===== src/rtl/mem_bus_arbiter.sv =====
// mem_bus_arbiter: shares one single-port synchronous-read memory between the 65C02 core and a DMA requester.
//
// The CPU is stalled through cpu_rdy while the DMA owns the bus. DMA bursts are
// capped at MAX_BURST consecutive owned cycles, after which one CPU cycle is forced.
//
// Parameters:
//   ADDR_W     address width (CPU, DMA and memory)
//   DATA_W     data width
//   MAX_BURST  max consecutive DMA-owned cycles before a forced CPU cycle (1..255)
//
// Ports:
//   clk, reset                 clock, synchronous active-high reset
//   cpu_ab/cpu_do/cpu_we       CPU bus request (held by the CPU while cpu_rdy=0)
//   cpu_di, cpu_rdy            CPU read data, CPU ready
//   dma_req/dma_ab/dma_do/dma_we  DMA access request
//   dma_gnt, dma_di, dma_rvalid   DMA owns bus, DMA read data and its valid strobe
//   mem_addr/mem_din/mem_we    memory request
//   mem_dout                   memory read data, one cycle after mem_addr
//
// Optional feature (macro ARB_STATS_EN):
//   stall_cnt     saturating count of cycles with cpu_rdy=0
//   dma_xfer_cnt  saturating count of cycles with dma_req && dma_gnt
module mem_bus_arbiter #(
    parameter int ADDR_W    = 16,
    parameter int DATA_W    = 8,
    parameter int MAX_BURST = 8
) (
    input  logic              clk,
    input  logic              reset,
    input  logic [ADDR_W-1:0] cpu_ab,
    input  logic [DATA_W-1:0] cpu_do,
    input  logic              cpu_we,
    output logic [DATA_W-1:0] cpu_di,
    output logic              cpu_rdy,
    input  logic              dma_req,
    input  logic [ADDR_W-1:0] dma_ab,
    input  logic [DATA_W-1:0] dma_do,
    input  logic              dma_we,
    output logic              dma_gnt,
    output logic [DATA_W-1:0] dma_di,
    output logic              dma_rvalid,
    output logic [ADDR_W-1:0] mem_addr,
    output logic [DATA_W-1:0] mem_din,
    output logic              mem_we,
    input  logic [DATA_W-1:0] mem_dout
`ifdef ARB_STATS_EN
    ,
    output logic [15:0]       stall_cnt,
    output logic [15:0]       dma_xfer_cnt
`endif
);

    typedef enum logic [1:0] {S_CPU, S_DMA, S_YIELD} state_t;

    localparam logic [7:0] LAST = 8'(MAX_BURST - 1);

    state_t            state, state_nx;
    logic [7:0]        burst_cnt, burst_nx;
    logic              owner_dma;
    logic              rd_owner_q, rd_we_q, rd_req_q;
    logic [DATA_W-1:0] cpu_di_hold;

    always_ff @(posedge clk) begin
        if (reset) begin
            state     <= S_CPU;
            burst_cnt <= '0;
        end else begin
            state     <= state_nx;
            burst_cnt <= burst_nx;
        end
    end

    always_comb begin
        state_nx = state;
        burst_nx = burst_cnt;
        case (state)
            S_CPU: begin
                state_nx = dma_req ? S_DMA : S_CPU;
                burst_nx = '0;
            end
            S_DMA: begin
                // a dropped request wins over reaching the burst limit
                if (!dma_req)
                    state_nx = S_CPU;
                else if (burst_cnt == LAST)
                    state_nx = S_YIELD;
                else
                    burst_nx = burst_cnt + 8'd1;
            end
            S_YIELD: begin
                state_nx = dma_req ? S_DMA : S_CPU;
                burst_nx = '0;
            end
            default: state_nx = S_CPU;
        endcase
    end

    assign owner_dma = (state == S_DMA);
    assign cpu_rdy   = !owner_dma;
    assign dma_gnt   = owner_dma;

    always_comb begin
        mem_addr = owner_dma ? dma_ab : cpu_ab;
        mem_din  = owner_dma ? dma_do : cpu_do;
        mem_we   = owner_dma ? (dma_we & dma_req) : cpu_we;
    end

    // Tag each access with its owner so the synchronous read data is steered
    // to whoever issued it one cycle earlier.
    always_ff @(posedge clk) begin
        if (reset) begin
            rd_owner_q  <= 1'b0;
            rd_we_q     <= 1'b0;
            rd_req_q    <= 1'b0;
            cpu_di_hold <= '0;
        end else begin
            rd_owner_q <= owner_dma;
            rd_we_q    <= mem_we;
            rd_req_q   <= dma_req;
            if (!rd_owner_q)
                cpu_di_hold <= mem_dout;
        end
    end

    // CPU sees its last read value while DMA data is on mem_dout
    assign cpu_di     = rd_owner_q ? cpu_di_hold : mem_dout;
    assign dma_di     = mem_dout;
    assign dma_rvalid = rd_owner_q && !rd_we_q && rd_req_q;

`ifdef ARB_STATS_EN
    always_ff @(posedge clk) begin
        if (reset) begin
            stall_cnt    <= '0;
            dma_xfer_cnt <= '0;
        end else begin
            if (!cpu_rdy && stall_cnt != 16'hFFFF)
                stall_cnt <= stall_cnt + 16'd1;
            if (dma_req && dma_gnt && dma_xfer_cnt != 16'hFFFF)
                dma_xfer_cnt <= dma_xfer_cnt + 16'd1;
        end
    end
`endif

endmodule


===== config.mk =====
export PLATFORM = sky130hd
export DESIGN_NAME = mem_bus_arbiter
export DESIGN_NICKNAME = d
export VERILOG_FILES = /design/src/rtl/mem_bus_arbiter.sv
export SDC_FILE = /design/constraint.sdc
export NUM_CORES = 1
export LEC_CHECK = 0
export BUFFER_PORTS_ARGS = -buffer_cell sky130_fd_sc_hd__buf_2
export CORE_UTILIZATION = 35
export CTS_CLUSTER_DIAMETER = 30
export DETAILED_ROUTE_END_ITERATION = 8
export PLACE_DENSITY = 0.84
export SETUP_SLACK_MARGIN = 0.5
export SLEW_MARGIN = 20
export SYNTH_ARGS = -nofsm -noshare
export SYNTH_HDL_FRONTEND = slang
export SYNTH_SLANG_ARGS = --single-unit

===== constraint.sdc =====
create_clock -name clk -period 1.3 [get_ports clk]
set_clock_uncertainty 0.05 [all_clocks]
set_input_delay 0.13 -clock clk [delete_from_list [all_inputs] [get_ports clk]]
set_output_delay 0.13 -clock clk [all_outputs]
set_load 0.03 [all_outputs]

Yosys cells after proc, flatten, opt, wreduce, memory -nomap -nowiden
Cells that the tools add are included.
W data, S select, Z words.

cells by class
  add/subtract/negate cells = 1
  equality and inequality tests = 6
  muxes and demuxes = 11
  bitwise operators = 1
  reduce and logical (&&, ||, !) cells = 8

operator list
  cell                   number
  $mux W8                4
  $mux W16               1
  $pmux W8 S2            1
  $add A8 B1 Y8 const B  1
  $eq A8 B3 Y1 const B   1
  $mux W2                2
  $ne A2 B2 Y1 const B   2
  $pmux W2 S2            1
  $ne A3 B2 Y1 const B   1
  $reduce_and A3 Y1      1
  $eq A2 B1 Y1 const B   1
  $eq A2 B2 Y1 const B   1
  $logic_and A1 B1 Y1    2
  $logic_not A1 Y1       2
  $logic_not A2 Y1       1
  $mux W1                2
  $reduce_bool A2 Y1     1
  $reduce_or A2 Y1       1
  $and A1 B1 Y1          1

word-level totals
  register bits = 21
  bits of input ports = 61
  output and inout bits = 44
  logic and storage cells = 33

Depth between registers and ports, before layout
Gate-level depths: netlist of the first run.

  depth after elaboration = 4
  gate-level depth with buffers = 6
  depth with buffers taken out = 4

Worst setup path before layout of the first run
No wires, ideal clock.

  path kind = register -> output
  from = register state[1]
  to = output mem_addr[13]
  arrival time = 1506 ps
  required time = 1120 ps
  slack = -386 ps
  cell stages (with the launch flop) = 7
  buffers on the path = 2
  cell sequence = dfxtp_1 -> nand2b_1 -> buf_2 -> inv_2 -> clkbuf_1 -> nand2_1 -> nand2_1

between the ends
  longest elaborated chain between the ends = 2

RTL lines
  what                      line  RTL
  start: declaration        57    state_t state, state_nx;
  start signal: assignment  68    state <= state_nx;
  $eq A2 B1 Y1              98    assign owner_dma = (state == S_DMA);
  named net dma_gnt         39    output logic dma_gnt,
  $mux W16                  103   mem_addr = owner_dma ? dma_ab : cpu_ab;
  end: declaration          42    output logic [ADDR_W-1:0] mem_addr,

The timed path passes the listed nets, and every way through them passes these cells.

Worst setup path in the final report of the first run
  from = register state[1]
  to = output mem_we

between the ends
  longest elaborated chain between the ends = 2

RTL lines
  what              line  RTL
  $eq A2 B1 Y1      98
  $mux W1           105   mem_we = owner_dma ? (dma_we & dma_req) : cpu_we;
  end: declaration  44    output logic mem_we,

Every way passes these cells.

==> flow_metrics.env, run 1 <==
export IMPL_routed_wl_mm=6.09
export IMPL_tightest_slew_ps=405
export IMPL_worstHoldEndpoint="rd_we_q$_SDFF_PP0_"
export IMPL_detail_route_antenna_nets=0
export IMPL_startpoint="state[1]$_SDFFE_PP0P_"
export IMPL_regToRegSetupSlack_ps=-50
export IMPL_clkTransAtPathRegs_ps=140
export IMPL_final_cells=338
export IMPL_cts_tree="yes"
export IMPL_dr_wl_met2_mm=3.41
export IMPL_yosys_warnings=0
export IMPL_synth_cell_type_count=32
export IMPL_routedWlPerCell_microns=18.0
export IMPL_p_leak_nw=1.46
export IMPL_wl_met1_mm=2.10
export IMPL_synth_seq_cells=21
export IMPL_worst_r2r_startpoint="state[1]$_SDFFE_PP0P_"
export IMPL_crit_arrival_ps=1400
export IMPL_dp_hpwl_mm=3.03
export IMPL_worst_skew_pair_late_latency_ps=330
export IMPL_cts_made_buffers=3
export IMPL_cts_hold_buffers_added=0
export IMPL_syn_avg_cell_area_sq_um=6.98
export IMPL_ioPinCount=105
export IMPL_synth_async_reset_ratio=0
export IMPL_grt_util_all_layers=0.268
export IMPL_crit_fanout=7
export IMPL_r2r_cells=4
export IMPL_final_cell_area_sq_um=2810
export IMPL_first_pass_iters=4
export IMPL_wl_met3_microns=392
export IMPL_finalPower_w=0.00198
export IMPL_netSwitchingPower_w=0.000794
export IMPL_core_sq_um=3390
export IMPL_p_int_w=0.00118
export IMPL_hold_viol=0
export IMPL_grt_max_degree=14
export IMPL_top_layer="met4"
export IMPL_tns_ps=-7900
export IMPL_min_period_ps=1580
export IMPL_portBuffers=104
export IMPL_synth_ff_type="dfxtp_1"
export IMPL_via_count=1715
export IMPL_cts_max_level=1
export IMPL_violations="negative setup slack"
export IMPL_cp_start_kind="flip-flop"
export IMPL_finish_utilization=0.830
export IMPL_drc=0
export IMPL_switching_share=0.402
export IMPL_synth_area_top_cells="dfxtp_1 (33%), nand2_1 (24%), mux2_2 (7.2%), nor2b_1 (5.0%), buf_4 (4.8%)"
export IMPL_cts_sinks=21
export IMPL_hp_class="primary input to flip-flop"
export IMPL_viasPerCell=5.07
export IMPL_diodes=0
export IMPL_worstPathRequired_ps=1120
export IMPL_drive_above_1_share=0.798
export IMPL_p_per_area_nw_per_um2=702
export IMPL_hold_depth=3
export IMPL_synth_top_area_share=0.335
export IMPL_synth_most_common_cell="nand2_1"
export IMPL_status="complete, but fails checks"
export IMPL_dpl_cell_count=318
export IMPL_p_clk_frac=0.177
export IMPL_start_util=0.371
export IMPL_max_cap_violations=0
export IMPL_die_w_microns=61.9
export IMPL_p_seq_frac=0.337
export IMPL_holdCritStartpoint="dma_we"
export IMPL_fmax_ghz=0.634
export IMPL_core_rowCount=21
export IMPL_nets=355
export IMPL_syn_inst=180
export IMPL_synth_nets=242
export IMPL_cts_root_buf="clkbuf_4"
export IMPL_yosysSeqAreaShare=0.335
export IMPL_grt_first_pass_wirelength_mm=7.50
export IMPL_place_congestion=0.838
export IMPL_synthesis_area_sq_um=1260
export IMPL_critPathKind="flip-flop to output pin"
export IMPL_rsz0062_at_grt="yes"
export IMPL_end_kind="output pin"
export IMPL_fin_crit_sh=1.21
export IMPL_drt_initial_drc_count=81
export IMPL_die_area_sq_um=3830
export IMPL_relSlewSlack=0.730
export IMPL_grt_overflow=0
export IMPL_synth_top_area_cell="dfxtp_1"
export IMPL_combPwrFrac=0.486
export IMPL_synth_edf_count=0
export IMPL_r2r_end="burst_cnt[5]$_SDFFE_PP0P_"
export IMPL_syn_to_final_growth_pct=124
export IMPL_die_h_microns=61.9
export IMPL_synth_commonest_cells="nand2_1 (80), dfxtp_1 (21), nor2b_1 (10), buf_4 (8), mux2_2 (8)"
export IMPL_clockBufferDepth=2
export IMPL_ir_drop_mv=0.895
export IMPL_placed_area_sq_um=2250
export IMPL_antenna_found_initial=0
export IMPL_fillCellCount=181
export IMPL_setup_viol=39
export IMPL_slew_viol_final=0
export IMPL_first_global_vias=1656
export IMPL_setup_ws_ps=-277
==> flip-flops by register name, summed over array words and instances (netlist names) <==
name and count:
burst_cnt 8, rd_we_q 1, rd_req_q 1, state 2, rd_owner_q 1, cpu_di_hold 8
==> logic make-up (layout without fill, tap and decap cells) <==
logic type / count (synthesis) / in the layout / share of synthesized area
adder cells (fa/ha/maj): 1 / 1 / 0.00996
AO/OA/AOI/OAI: 15 / 15 / 0.0787
flip-flops: 21 / 21 / 0.335
multiplexers: 10 / 10 / 0.0877
buffers and inverters: 20 / 131 / 0.0916
AND/OR/NAND/NOR: 113 / 114 / 0.397
==> power by group through the flow <==
| stage | sequential (W) | combinational, W | clock, W |
|---|---|---|---|
| after floorplan | 0.000688 | 0.000537 | 0 |
| after global placement | 0.000694 | 0.000710 | 0 |
| after detailed placement | 0.000695 | 0.000716 | 0 |
| after CTS | 0.000668 | 0.000890 | 0.000324 |
| after global routing | 0.000667 | 0.00100 | 0.000374 |
| final | 0.000665 | 0.000960 | 0.000350 |
==> layer usage <==
layer | vias to the layer above | GRT usage
met5 | - | 0
met4 | 0 | 0.127
met3 | 17 | 0.0518
met2 | 83 | 0.499
met1 | 811 | 0.291
li1 | 804 | -
==> metrics by stage <==
step	hold slack [ps]	setup slack, ps
final	34.1	-277
after global routing	29.0	-313
after CTS	49.1	-248
after detailed placement	377	-45.5
after global placement	376	10.1
after floorplan	249	41.9
==> worst max path at each step <==
stage / endpoint / slack, ps
after floorplan: burst_cnt[6]$_SDFFE_PP0P_ / 40
after global placement: mem_din[7] / 10
after detailed placement: mem_addr[13] / -50
after CTS: mem_addr[10] / -250
after global routing: mem_we / -310
final: mem_we / -280
==> critical path, cell delays in order (launching register included) <==
cell and delay, ps:
dfxtp_2 340, nand2b_4 210, buf_12 180, inv_16 80, nand3_4 80, nand2_4 60, buf_6 120
==> final cells by class <==
type / instances / area [sq um] / area share
clock inverters: 1 / 5.00 / 0.00178
repair buffers: 122 / 916 / 0.325
multi-input cells: 140 / 1310 / 0.464
repair inverters: 2 / 27.5 / 0.00978
flip-flops and latches: 21 / 453 / 0.161
clock buffers: 3 / 22.5 / 0.00800
well taps: 46 / 57.6 / 0.0205
inverters: 3 / 27.5 / 0.00978
==> cell usage in the layout, fill, tap and decap left out, types with 2 or more instances in the layout <==
cell	instances
nand2_4	48
mux2i_1	2
dfxtp_4	8
buf_2	69
nand2_2	16
nand2b_2	2
mux2_4	8
or4_1	3
nor2_1	3
nand2_1	16
nor2b_4	6
buf_6	32
nand3_1	2
dfxtp_2	2
nor2b_1	4
buf_4	17
buf_12	2
a21oi_1	5
nand2b_4	2
clkbuf_4	3
o31ai_1	3
inv_1	2
dfxtp_1	11
==> what timing repair did <==
item                                    in CTS  in global routing
resized for setup                           94                 30
buffers inserted                             9                  3
endpoints found under the setup margin      56                 56
pin swaps                                   26                 11
gates cloned                                 4                  0
Note: power is estimated with default switching activity, not from simulation.
==> run 2, diff against run 1 <==
--- a/config.mk
+++ b/config.mk
@@ -6,10 +6,10 @@
 export NUM_CORES = 1
 export LEC_CHECK = 0
 export BUFFER_PORTS_ARGS = -buffer_cell sky130_fd_sc_hd__buf_2
-export CORE_UTILIZATION = 35
+export CORE_UTILIZATION = 41
 export CTS_CLUSTER_DIAMETER = 30
 export DETAILED_ROUTE_END_ITERATION = 8
-export PLACE_DENSITY = 0.84
+export PLACE_DENSITY = 0.95
 export SETUP_SLACK_MARGIN = 0.5
 export SLEW_MARGIN = 20
 export SYNTH_ARGS = -nofsm -noshare
==> constraint.sdc (replaced) <==
create_clock -name clk -period 2 [get_ports clk]
set_clock_uncertainty 0.05 [all_clocks]
set_input_delay 0.2 -clock clk [delete_from_list [all_inputs] [get_ports clk]]
set_output_delay 0.2 -clock clk [all_outputs]
set_load 0.03 [all_outputs]
==> flow_metrics.env, run 2 (synthesized netlist as in run 1, its figures left out) <==
export IMPL_path_common_cell="nand2_1"
export IMPL_first_global_vias=1486
export IMPL_slowest_delay_ps=350
export IMPL_p_per_area_nw_per_um2=536
export IMPL_grt_max_degree=27
export IMPL_relSlewSlack=0.757
export IMPL_crit_chain="nand2b_4 -> clkinvlp_4 -> nand2_1 -> nand2_1 -> buf_6"
export IMPL_layout_common_cells="nand2_1 (79), buf_2 (69), buf_6 (23)"
export IMPL_diodes=0
export IMPL_detail_route_antenna_nets=0
export IMPL_worstPathRequired_ps=1750
export IMPL_core_sq_um=2830
export IMPL_crit_fanout=7
export IMPL_p_leak_nw=1.09
export IMPL_cts_root_buf="clkbuf_4"
export IMPL_fin_crit_sh=0.820
export IMPL_syn_to_final_growth_pct=63.4
export IMPL_worst_skew_pair_late_latency_ps=300
export IMPL_rsz0062_at_grt="yes"
export IMPL_dp_hpwl_mm=2.48
export IMPL_die_w_microns=57.4
export IMPL_path_buf_inv=2
export IMPL_fmax_ghz=0.610
export IMPL_cts_max_level=1
export IMPL_violations="design-rule violations"
export IMPL_slew_viol_final=0
export IMPL_portBuffers=104
export IMPL_end_kind="output pin"
export IMPL_drive_above_1_share=0.487
export IMPL_setup_viol=0
export IMPL_tns_ps=0
export IMPL_grt_overflow=0
export IMPL_hp_class="primary input to flip-flop"
export IMPL_first_pass_iters=7
export IMPL_core_rowCount=19
export IMPL_status="complete, but fails checks"
export IMPL_crit_arrival_ps=1390
export IMPL_clkTransAtPathRegs_ps=110
export IMPL_dpl_cell_count=299
export IMPL_clockBufferDepth=2
export IMPL_nets=342
export IMPL_min_period_ps=1640
export IMPL_place_congestion=0.859
export IMPL_drc=7
export IMPL_max_cap_violations=0
export IMPL_grt_first_pass_wirelength_mm=6.14
export IMPL_cts_tree="yes"
export IMPL_critPathKind="flip-flop to output pin"
export IMPL_final_common_cell="nand2_1"
export IMPL_cp_start_kind="flip-flop"
export IMPL_grt_util_all_layers=0.237
export IMPL_via_count=1640
export IMPL_hold_viol=0
export IMPL_final_cells=310
export IMPL_antenna_found_initial=0
export IMPL_cts_made_buffers=3
export IMPL_cts_sinks=21
export IMPL_start_util=0.444
export IMPL_critPathTopFamily="simple AND/OR/NAND/NOR gates"
export IMPL_drt_initial_drc_count=105
export IMPL_routedWlPerCell_microns=14.4
export IMPL_die_h_microns=57.4
export IMPL_ioPinCount=105
export IMPL_routed_wl_mm=4.45
export IMPL_reg_top3="burst_cnt (8), cpu_di_hold (8), state (2)"
export IMPL_tightest_slew_ps=363
export IMPL_regToRegSetupSlack_ps=570
export IMPL_ir_drop_mv=0.329
export IMPL_viasPerCell=5.29
export IMPL_die_area_sq_um=3290
export IMPL_critPathSlowestCell="dfxtp_2"
==> run 2: cell count changes in the layout (fill, tap and decap cells not counted), moves of 2 or more <==
| cell | change |
|---|---|
| nor2b_1 | +6 |
| nor2b_4 | -6 |
| nand2b_2 | -2 |
| nand2_4 | -48 |
| nor3_1 | +2 |
| nand3_1 | +2 |
| dfxtp_2 | +2 |
| nand2_1 | +63 |
| buf_6 | -9 |
| nand2_2 | -15 |
| dfxtp_1 | +5 |
| dfxtp_4 | -7 |
| clkinvlp_4 | +2 |
==> run 2: per-stage QoR <==
| stage | worst slack (ps) | hold WS (ps) | cell area, sq um | total power, W | utilization |
|---|---|---|---|---|---|
| after floorplan | 544 | 309 | 1260 | 0.000693 | - |
| final | 360 | 133 | 2050 | 0.00110 | 0.726 |
| after global placement | 561 | 392 | 1720 | 0.000801 | 0.608 |
| after CTS | 428 | 111 | 1950 | 0.00106 | 0.690 |
| after detailed placement | 524 | 424 | 1720 | 0.000807 | 0.608 |
| after global routing | 306 | 143 | 2050 | 0.00115 | 0.726 |
==> run 2: worst paths after layout <==
kind,start,endpoint,cells after the start
worst max register to register,state[1]$_SDFFE_PP0P_,burst_cnt[6]$_SDFFE_PP0P_,4
worst min register to register,burst_cnt[7]$_SDFFE_PP0P_,burst_cnt[7]$_SDFFE_PP0P_,2
worst min-delay path,cpu_we,rd_we_q$_SDFF_PP0_,3
worst max-delay path,state[1]$_SDFFE_PP0P_,mem_addr[13],5
==> run 2: metal layers <==
layer,track usage,up-vias,part of all wire
met1,0.237,744,0.36
li1,-,775,-
met3,0.0612,22,0.070
met2,0.458,99,0.53
met5,0,-,0
met4,0.0976,0,0.043
==> run 2: area by class of cell <==
type,count,area [sq um]
sequential,21,429
clock buffer,3,22.5
fill,196,776
timing repair buffer,110,752
clock inverter,1,5.00
multi-input combinational,139,774
tap,31,38.8
timing repair inverter,2,15.0
inverter,3,16.3
==> run 2: tightest hold or removal path, cell delays in order <==
cell     delay [ps]
buf_2           100
nand2_1          70
a21oi_1          70
==> run 2: repair_timing <==
action | in CTS | in global routing
resized for setup | 58 | 35
hold buffers | 0 | 0
setup endpoints to repair | 36 | 41
cloned | 2 | 0
buffers inserted | 4 | 1
pin swaps | 12 | 3
endpoints found under the hold margin | 0 | 0
==> run 2: power by group <==
| part | internal [W] | switching [W] | leakage [nW] |
|---|---|---|---|
| sequential | 0.000433 | 0.00000759 | 0.175 |
| combinational | 0.000197 | 0.000266 | 0.902 |
| clock | 0.0000746 | 0.000124 | 0.0177 |
